File: config.mk
export PLATFORM = sky130hd
export DESIGN_NAME = dcache_wbuf_mem_if
export DESIGN_NICKNAME = d
export VERILOG_FILES = /design/src/rtl/dcache_wbuf_mem_if.sv
export SDC_FILE = /design/constraint.sdc
export NUM_CORES = 2
export LEC_CHECK = 0
export CORE_ASPECT_RATIO = 1.75
export CORE_MARGIN = 2
export CORE_UTILIZATION = 30
export CTS_CLUSTER_DIAMETER = 100
export DETAILED_ROUTE_END_ITERATION = 8
export PLACE_DENSITY = 0.54
export SYNTH_ARGS = -nofsm -noshare
export SYNTH_HDL_FRONTEND = slang
export SYNTH_SLANG_ARGS = --single-unit
export TNS_END_PERCENT = 30
File: constraint.sdc
create_clock -name clk -period 13.21 [get_ports clk]
set_input_delay 3.963 -clock clk [delete_from_list [all_inputs] [get_ports clk]]
set_output_delay 3.963 -clock clk [all_outputs]
set_load 0.005 [all_outputs]
File: src/rtl/dcache_wbuf_mem_if.sv
// dcache_wbuf_mem_if: write buffer plus memory-port arbiter between a data
// cache line port and main memory.
//   - Buffers up to DEPTH dirty-line writebacks in a FIFO. A repeat write to a
//     buffered line merges into it, unless that line is the head currently
//     being written to memory.
//   - Read misses are served from the buffer on an address match, with the
//     youngest matching entry winning. Otherwise they go to memory, ahead of
//     any further drains.
//   - Buffered lines drain to memory in FIFO order whenever the port is idle.
// Ports:
//   clk, proc_reset_n                  clock, async active-low reset
//   c_read/c_write/c_addr/c_wdata      cache request, held until c_ready
//   c_rdata/c_ready                    refill data, one-cycle completion pulse
//   mem_read/mem_write/mem_addr/
//   mem_wdata                          memory request, held until mem_ready
//   mem_rdata/mem_ready                memory read data, one-cycle completion
//   wb_count/wb_full/wb_empty          buffer occupancy
module dcache_wbuf_mem_if #(
  parameter int unsigned LINE_W = 128,
  parameter int unsigned ADDR_W = 28,
  parameter int unsigned DEPTH  = 4,
  localparam int unsigned CNT_W = $clog2(DEPTH + 1)
) (
  input  logic              clk,
  input  logic              proc_reset_n,
  input  logic              c_read,
  input  logic              c_write,
  input  logic [ADDR_W-1:0] c_addr,
  input  logic [LINE_W-1:0] c_wdata,
  output logic [LINE_W-1:0] c_rdata,
  output logic              c_ready,
  output logic              mem_read,
  output logic              mem_write,
  output logic [ADDR_W-1:0] mem_addr,
  output logic [LINE_W-1:0] mem_wdata,
  input  logic [LINE_W-1:0] mem_rdata,
  input  logic              mem_ready,
  output logic [CNT_W-1:0]  wb_count,
  output logic              wb_full,
  output logic              wb_empty
);

  localparam int unsigned PTR_W = $clog2(DEPTH);
  localparam logic [CNT_W-1:0] FULL_CNT = CNT_W'(DEPTH);

  typedef enum logic [1:0] {
    M_IDLE  = 2'd0,
    M_READ  = 2'd1,
    M_WRITE = 2'd2
  } mstate_e;

  // Buffer storage
  logic [DEPTH-1:0]             valid_q, valid_d;
  logic [DEPTH-1:0][ADDR_W-1:0] addr_q, addr_d;
  logic [DEPTH-1:0][LINE_W-1:0] data_q, data_d;
  logic [PTR_W-1:0]             head_q, head_d;
  logic [PTR_W-1:0]             tail_q, tail_d;
  logic [CNT_W-1:0]             count_q, count_d;
  logic                         wb_full_q, wb_full_d;
  logic                         wb_empty_q, wb_empty_d;

  // Memory port and cache response
  mstate_e                      state_q, state_d;
  logic                         pend_q, pend_d;
  logic [ADDR_W-1:0]            pend_addr_q, pend_addr_d;
  logic                         c_ready_q, c_ready_d;
  logic [LINE_W-1:0]            c_rdata_q, c_rdata_d;
  logic                         mem_read_q, mem_read_d;
  logic                         mem_write_q, mem_write_d;
  logic [ADDR_W-1:0]            mem_addr_q, mem_addr_d;
  logic [LINE_W-1:0]            mem_wdata_q, mem_wdata_d;

  // Lookup and request decode
  logic                         rd_hit_c, mg_hit_c;
  logic [PTR_W-1:0]             rd_idx_c, mg_idx_c, scan_idx;
  logic                         sample_c, rd_req_c, wr_req_c, rd_miss_c;
  logic                         wr_merge_c, wr_push_c, pop_c;

  // Address match, scanning oldest to youngest so the youngest match wins.
  // The merge target skips the head while it is being written to memory.
  always_comb begin
    rd_hit_c = 1'b0;
    rd_idx_c = '0;
    mg_hit_c = 1'b0;
    mg_idx_c = '0;
    scan_idx = '0;
    for (int i = 0; i < int'(DEPTH); i++) begin
      scan_idx = head_q + PTR_W'(i);
      if (valid_q[scan_idx] && (addr_q[scan_idx] == c_addr)) begin
        rd_hit_c = 1'b1;
        rd_idx_c = scan_idx;
        if (!((i == 0) && (state_q == M_WRITE))) begin
          mg_hit_c = 1'b1;
          mg_idx_c = scan_idx;
        end
      end
    end
  end

  // A new request is looked at only when nothing is completing or pending.
  // If both c_read and c_write are high, the read wins.
  always_comb begin
    sample_c   = !c_ready_q && !pend_q;
    rd_req_c   = sample_c && c_read;
    wr_req_c   = sample_c && c_write && !c_read;
    rd_miss_c  = rd_req_c && !rd_hit_c;
    wr_merge_c = wr_req_c && mg_hit_c;
    wr_push_c  = wr_req_c && !mg_hit_c && (count_q != FULL_CNT);
    pop_c      = (state_q == M_WRITE) && mem_ready;
  end

  // Buffer update: merge, push at tail, pop at head.
  always_comb begin
    valid_d = valid_q;
    addr_d  = addr_q;
    data_d  = data_q;
    head_d  = head_q;
    tail_d  = tail_q;
    count_d = count_q;
    if (wr_merge_c) begin
      data_d[mg_idx_c] = c_wdata;
    end
    if (wr_push_c) begin
      valid_d[tail_q] = 1'b1;
      addr_d[tail_q]  = c_addr;
      data_d[tail_q]  = c_wdata;
      tail_d          = tail_q + PTR_W'(1);
    end
    if (pop_c) begin
      valid_d[head_q] = 1'b0;
      head_d          = head_q + PTR_W'(1);
    end
    case ({wr_push_c, pop_c})
      2'b10:   count_d = count_q + CNT_W'(1);
      2'b01:   count_d = count_q - CNT_W'(1);
      default: count_d = count_q;
    endcase
    wb_full_d  = (count_d == FULL_CNT);
    wb_empty_d = (count_d == '0);
  end

  // Memory FSM next state plus registered outputs and cache response.
  always_comb begin
    state_d     = state_q;
    mem_read_d  = mem_read_q;
    mem_write_d = mem_write_q;
    mem_addr_d  = mem_addr_q;
    mem_wdata_d = mem_wdata_q;
    pend_d      = pend_q;
    pend_addr_d = pend_addr_q;
    c_ready_d   = wr_merge_c || wr_push_c || (rd_req_c && rd_hit_c);
    c_rdata_d   = c_rdata_q;

    if (rd_req_c && rd_hit_c) begin
      c_rdata_d = data_q[rd_idx_c];
    end
    if (rd_miss_c) begin
      pend_d      = 1'b1;
      pend_addr_d = c_addr;
    end

    case (state_q)
      M_IDLE: begin
        // A miss seen this cycle counts as pending, so mem_read rises next cycle.
        if (pend_q || rd_miss_c) begin
          state_d    = M_READ;
          mem_read_d = 1'b1;
          mem_addr_d = pend_q ? pend_addr_q : c_addr;
        end else if (count_q != '0) begin
          state_d     = M_WRITE;
          mem_write_d = 1'b1;
          mem_addr_d  = addr_q[head_q];
          // A merge into the head on this same edge must reach memory.
          mem_wdata_d = (wr_merge_c && (mg_idx_c == head_q)) ? c_wdata : data_q[head_q];
        end
      end
      M_READ: begin
        if (mem_ready) begin
          state_d    = M_IDLE;
          mem_read_d = 1'b0;
          pend_d     = 1'b0;
          c_rdata_d  = mem_rdata;
          c_ready_d  = 1'b1;
        end
      end
      M_WRITE: begin
        if (mem_ready) begin
          state_d     = M_IDLE;
          mem_write_d = 1'b0;
        end
      end
      default: begin
        state_d     = M_IDLE;
        mem_read_d  = 1'b0;
        mem_write_d = 1'b0;
      end
    endcase
  end

  // State register
  always_ff @(posedge clk or negedge proc_reset_n) begin
    if (!proc_reset_n) begin
      valid_q     <= '0;
      addr_q      <= '0;
      data_q      <= '0;
      head_q      <= '0;
      tail_q      <= '0;
      count_q     <= '0;
      wb_full_q   <= 1'b0;
      wb_empty_q  <= 1'b1;
      state_q     <= M_IDLE;
      pend_q      <= 1'b0;
      pend_addr_q <= '0;
      c_ready_q   <= 1'b0;
      c_rdata_q   <= '0;
      mem_read_q  <= 1'b0;
      mem_write_q <= 1'b0;
      mem_addr_q  <= '0;
      mem_wdata_q <= '0;
    end else begin
      valid_q     <= valid_d;
      addr_q      <= addr_d;
      data_q      <= data_d;
      head_q      <= head_d;
      tail_q      <= tail_d;
      count_q     <= count_d;
      wb_full_q   <= wb_full_d;
      wb_empty_q  <= wb_empty_d;
      state_q     <= state_d;
      pend_q      <= pend_d;
      pend_addr_q <= pend_addr_d;
      c_ready_q   <= c_ready_d;
      c_rdata_q   <= c_rdata_d;
      mem_read_q  <= mem_read_d;
      mem_write_q <= mem_write_d;
      mem_addr_q  <= mem_addr_d;
      mem_wdata_q <= mem_wdata_d;
    end
  end

  assign c_rdata   = c_rdata_q;
  assign c_ready   = c_ready_q;
  assign mem_read  = mem_read_q;
  assign mem_write = mem_write_q;
  assign mem_addr  = mem_addr_q;
  assign mem_wdata = mem_wdata_q;
  assign wb_count  = count_q;
  assign wb_full   = wb_full_q;
  assign wb_empty  = wb_empty_q;

endmodule

== Word-level counts from Yosys, hierarchy flattened ==
Cells that the tools add are included.

* Bitwise logic cells: 6
* $lt $le $gt $ge: 10
* Reduce and logical (&&, ||, !) cells: 36
* Muxes and demuxes: 78
* Eq/ne operators: 18
* Add/sub/neg operators: 6

{| class="wikitable"
|+ Operator list
! operator !! count
|-
| bitwise mux 512 bit || 2
|-
| two-way mux 128 bit || 8
|-
| two-way mux 512 bit || 2
|-
| binary-select mux 128 bit (select 2 bit) || 2
|-
| demux 128 bit (select 2 bit) || 2
|-
| binary-select mux 28 bit (select 2 bit) || 4
|-
| two-way mux 28 bit || 8
|-
| bitwise mux 112 bit || 1
|-
| == test 28 bit || 4
|-
| demux 28 bit (select 2 bit) || 1
|-
| two-way mux 1 bit || 24
|-
| two-way mux 2 bit || 12
|-
| less-than comparator 2 x 3 -> 1 bit (second input constant) || 7
|-
| logical AND 1 bit || 18
|-
| != test 2 bit (second input constant) || 5
|-
| binary-select mux 1 bit (select 2 bit) || 4
|-
| two-way mux 4 bit || 2
|-
| >= comparator 2 x 1 -> 1 bit (second input constant) || 3
|-
| != test 3 bit (second input constant) || 2
|-
| one-hot mux 1 bit (3 select lines) || 2
|-
| one-hot mux 3 bit (2 select lines) || 1
|-
| AND reduction 3 bit || 2
|-
| logical NOT 1 bit || 5
|-
| adder 2 x 1 -> 2 bit (second input constant) || 2
|-
| other kinds (22) || 31
|}

* Bits of input ports: 289
* Logic and storage cells: 177
* Flip-flop bits (word level): 955

== Longest topological paths before layout ==
* Word-level depth: 16
* Gate-level depth with buffers: 32
* Gate-level depth less buffers: 17

== Worst setup path after synthesis ==
OpenSTA, ideal clock, no wires.

* Kind: input -> register
* From: input port c_addr[9]
* To: register mem_wdata_q[100], in the netlist mem_wdata[100]
* Setup slack: 6.144 ns
* Buffers on the path: 3
* Data arrival time: 6.984 ns
* Setup time: 0.082 ns
* Cell stages on the path: 14
* Cell sequence: clkbuf_1 > inv_1 > xnor2_1 > nor4_1 > nor4b_1 > nor4b_1 > or4_1 > o221a_2 > o31ai_1 > nand4_1 > clkbuf_1 > clkbuf_1 > nand2_1 > a31oi_1

* Longest elaborated chain between the ends: 11
* Elaborated cells between the ends (all ways): 29
* Classes of those cells: 5 x eq/ne; 13 x mux; 1 x bitwise; 10 x reduce/logical

{| class="wikitable"
|+ RTL lines
! element !! RTL line !! source
|-
| start, declared || 28 || <nowiki>input logic [ADDR_W-1:0] c_addr,</nowiki>
|-
| == test 28 bit || 89 || <nowiki>if (valid_q[scan_idx] && (addr_q[scan_idx] == c_addr)) begin</nowiki>
|-
| logical AND 1 bit || 89 ||
|-
| two-way mux 1 bit (4 in series) || 89 ||
|-
| logical NOT 1 bit || 106 || <nowiki>rd_miss_c = rd_req_c && !rd_hit_c;</nowiki>
|-
| logical AND 1 bit || 106 ||
|-
| logical OR 1 bit || 165 || <nowiki>if (pend_q || rd_miss_c) begin</nowiki>
|-
| NOT 1 bit (no source line) || - ||
|-
| AND reduction 3 bit (no source line) || - ||
|-
| end signal, assigned || 237 || <nowiki>mem_wdata_q <= mem_wdata_d;</nowiki>
|-
| end, declared || 71 || <nowiki>logic [LINE_W-1:0] mem_wdata_q, mem_wdata_d;</nowiki>
|}

Several ways; a longest one is shown, not always the timed one.
A chain may end at the register's enable or synchronous reset.

==> metrics.txt <==
share of post-route cells with drive strength above 1 0.210; GR peak layer met2; met1 Use GR 0.280; startpoint types input pin; DR iter-0 viols 3851; Vias/cell 5.92; pin count of the biggest net entering global routing 163; post-CTS sizing 0; gpl congestion 0.890; worst slew pin tran 1110 ps; antenna viol nets, final 0; worst skew pair latency 730 ps; Post-Route WL 223000 um; Synth area leaders dfrtp_1 41%, mux4_2 8.2%, mux2_4 7.7%, o221ai_1 7.7%, mux2i_1 6.2%; Final min period 9260 ps; level count of the clock H-tree 3; Hold Fails Final Rpt 0; leading area contributor after synthesis dfrtp_1; Post-Synthesis Cells 5026; Setup TNS 0 ps; gr usage total 0.220; Root Buffer clkbuf_16; Final Worst Setup Slack 3950 ps; clock-pin slew on the worst setup and hold paths 60 ps; Max Clk Rate 0.108 GHz; vias 47.0k; R2R setup slack 4700 ps; total grt overflow 0; drt drc 0; Syn Nets 5327; deepest clock path buffer count 3; setup bufs post-CTS 0; num ports 581; CTS Sinks 955; met3 Usage GRT 0.0358; pwr/cell area 257 nW/um^2; FP Rows 214; Synthesis Warnings 0; CP required 13810 ps; worst ir drop on vdd 135 uV; Worst Hold Class register to register; Worst Skew 42.9 ps; # setup viols final 0; met2 Use GR 0.371; Primary FF master, synth dfrtp_1; DP Wirelength 138000 um; status completed; Synth top area share 0.410; RSZ-0062 raised after global routing no; WL/cell 28.1 um; Max-cap violations 0; buffers added on ports 580; # fillers 19.1k; Leakage 28.2 nW; sequential area share after synthesis 0.410; most numerous cell in the Yosys netlist dfrtp_1; number of distinct library cells after synthesis 80; Num CTS Buffers 102; register area 23900 sq um; cts hold-fix bufs 0; Crit Path Max Fanout 44; CP arrival 9870 ps; initial antenna violation count 16; Die W 337 um; synthesized area per cell 11.6 sq um; relative slew slack 0.261; Die Area 198000 sq um; Synth top cells by count 954 x dfrtp_1, 509 x o221ai_1, 435 x nand2_1; die height 587 um; Starting Density 0.301; Post-synth EDFFs 0; total core area 194000 sq um; first-pass GRT wire length 331000 um; worst slack, placed 3230 ps; CTS tree built; max-slew violations 0; Mapped Area 58300 sq um; ys async rst share 1.00; TritonRoute pass-1 iters 5; Seq cells post-synth 955; Multi-input gate area 31800 sq um; crit end category register; Post-layout nets 5561; vias in the first global route 47.8k; final period utilization 0.701; crit path kind input pin to register; Area Growth Syn to Fin 18.6%
==> critical path, stage by stage <==
cell	delay [ps]
clkdlybuf4s50_1	970
nor2_1	150
a2111oi_0	760
o211ai_1	280
or4b_1	680
o21ai_0	290
nor3b_1	200
and3_1	240
buf_4	330
a21oi_4	620
buf_4	890
mux2_2	420
==> report_power, final <==
part           switching [mW]  leakage, nW  internal [mW]
clock                    1.34         1.71           1.74
sequential               1.59         11.8           4.30
combinational            4.07         14.6           4.72
total                    7.00         28.2           10.8
==> through the flow <==
stage / hold WS [ps] / power (mW) / util / instances / instance area [sq um]
6_report: 509 / 17.8 / 0.357 / 7935 / 69100
5_1_grt: 531 / 18.8 / 0.357 / 7934 / 69100
4_1_cts: 508 / 17.9 / 0.357 / 7929 / 69100
3_5_place_dp: 486 / 14.7 / 0.339 / 7748 / 65600
3_3_place_gp: 485 / 14.5 / 0.339 / 7748 / 65600
2_1_floorplan: 471 / 11.5 / - / 5026 / 58300
==> worst paths after layout <==
check | from | endpoint | cells past startpoint
max | c_addr[3] | data_q[128] | 12
min | pend_addr_q[18] | pend_addr_q[18] | 1
max reg2reg | head_q[1] | c_rdata[66] | 16
min reg2reg | pend_addr_q[18] | pend_addr_q[18] | 1
max in group asynchronous | proc_reset_n | head_q[1] | 3
min in group asynchronous | proc_reset_n | c_rdata[111] | 1
==> logic make-up after synthesis <==
kind of cell | after synthesis | synth area share
compound gates | 1424 | 0.176
xor+xnor | 113 | 0.0170
fa+ha+maj | 12 | 0.00271
buf+inv | 561 | 0.0474
flops | 955 | 0.410
mux | 1258 | 0.296
simple gates | 703 | 0.0508
==> cell type report <==
class                      instances  area share
inverter                          22     0.00130
clock inverter                    39     0.00771
multi-input combinational       3510       0.460
tap                             2592      0.0469
timing repair buffer             669      0.0956
clock buffer                     142      0.0426
sequential                       955       0.346
antenna                            6    0.000217
==> per-layer routing <==
layer	part of all wire	vias up
li1	-	20125
met1	0.41	24501
met2	0.49	1933
met3	0.063	415
met4	0.036	10
met5	0.00026	-
==> placed cells by master, fill, tap and decap left out, drive strengths merged, types with 11 or more instances in the layout <==
cell	instances
xnor2	87
o221ai	509
clkdlybuf4s50	579
clkinv	21
mux2i	361
nor3	14
buf	90
inv	29
nor2	158
a22oi	254
dfrtp	954
nand4	21
a31oi	131
nand2	435
clkbuf	142
o22ai	137
o21ai	306
nand3	11
mux4	213
a21oi	25
ha	11
xor2	26
mux2	684
==> sequential cells by signal, indices dropped and copies added (netlist names), 3 cells and up <==
register	cells
pend_addr_q	28
mem_addr	28
addr_q	112
valid_q	4
mem_wdata	128
data_q	512
c_rdata	128
wb_count	3
Power figures use the tool's default switching activity.
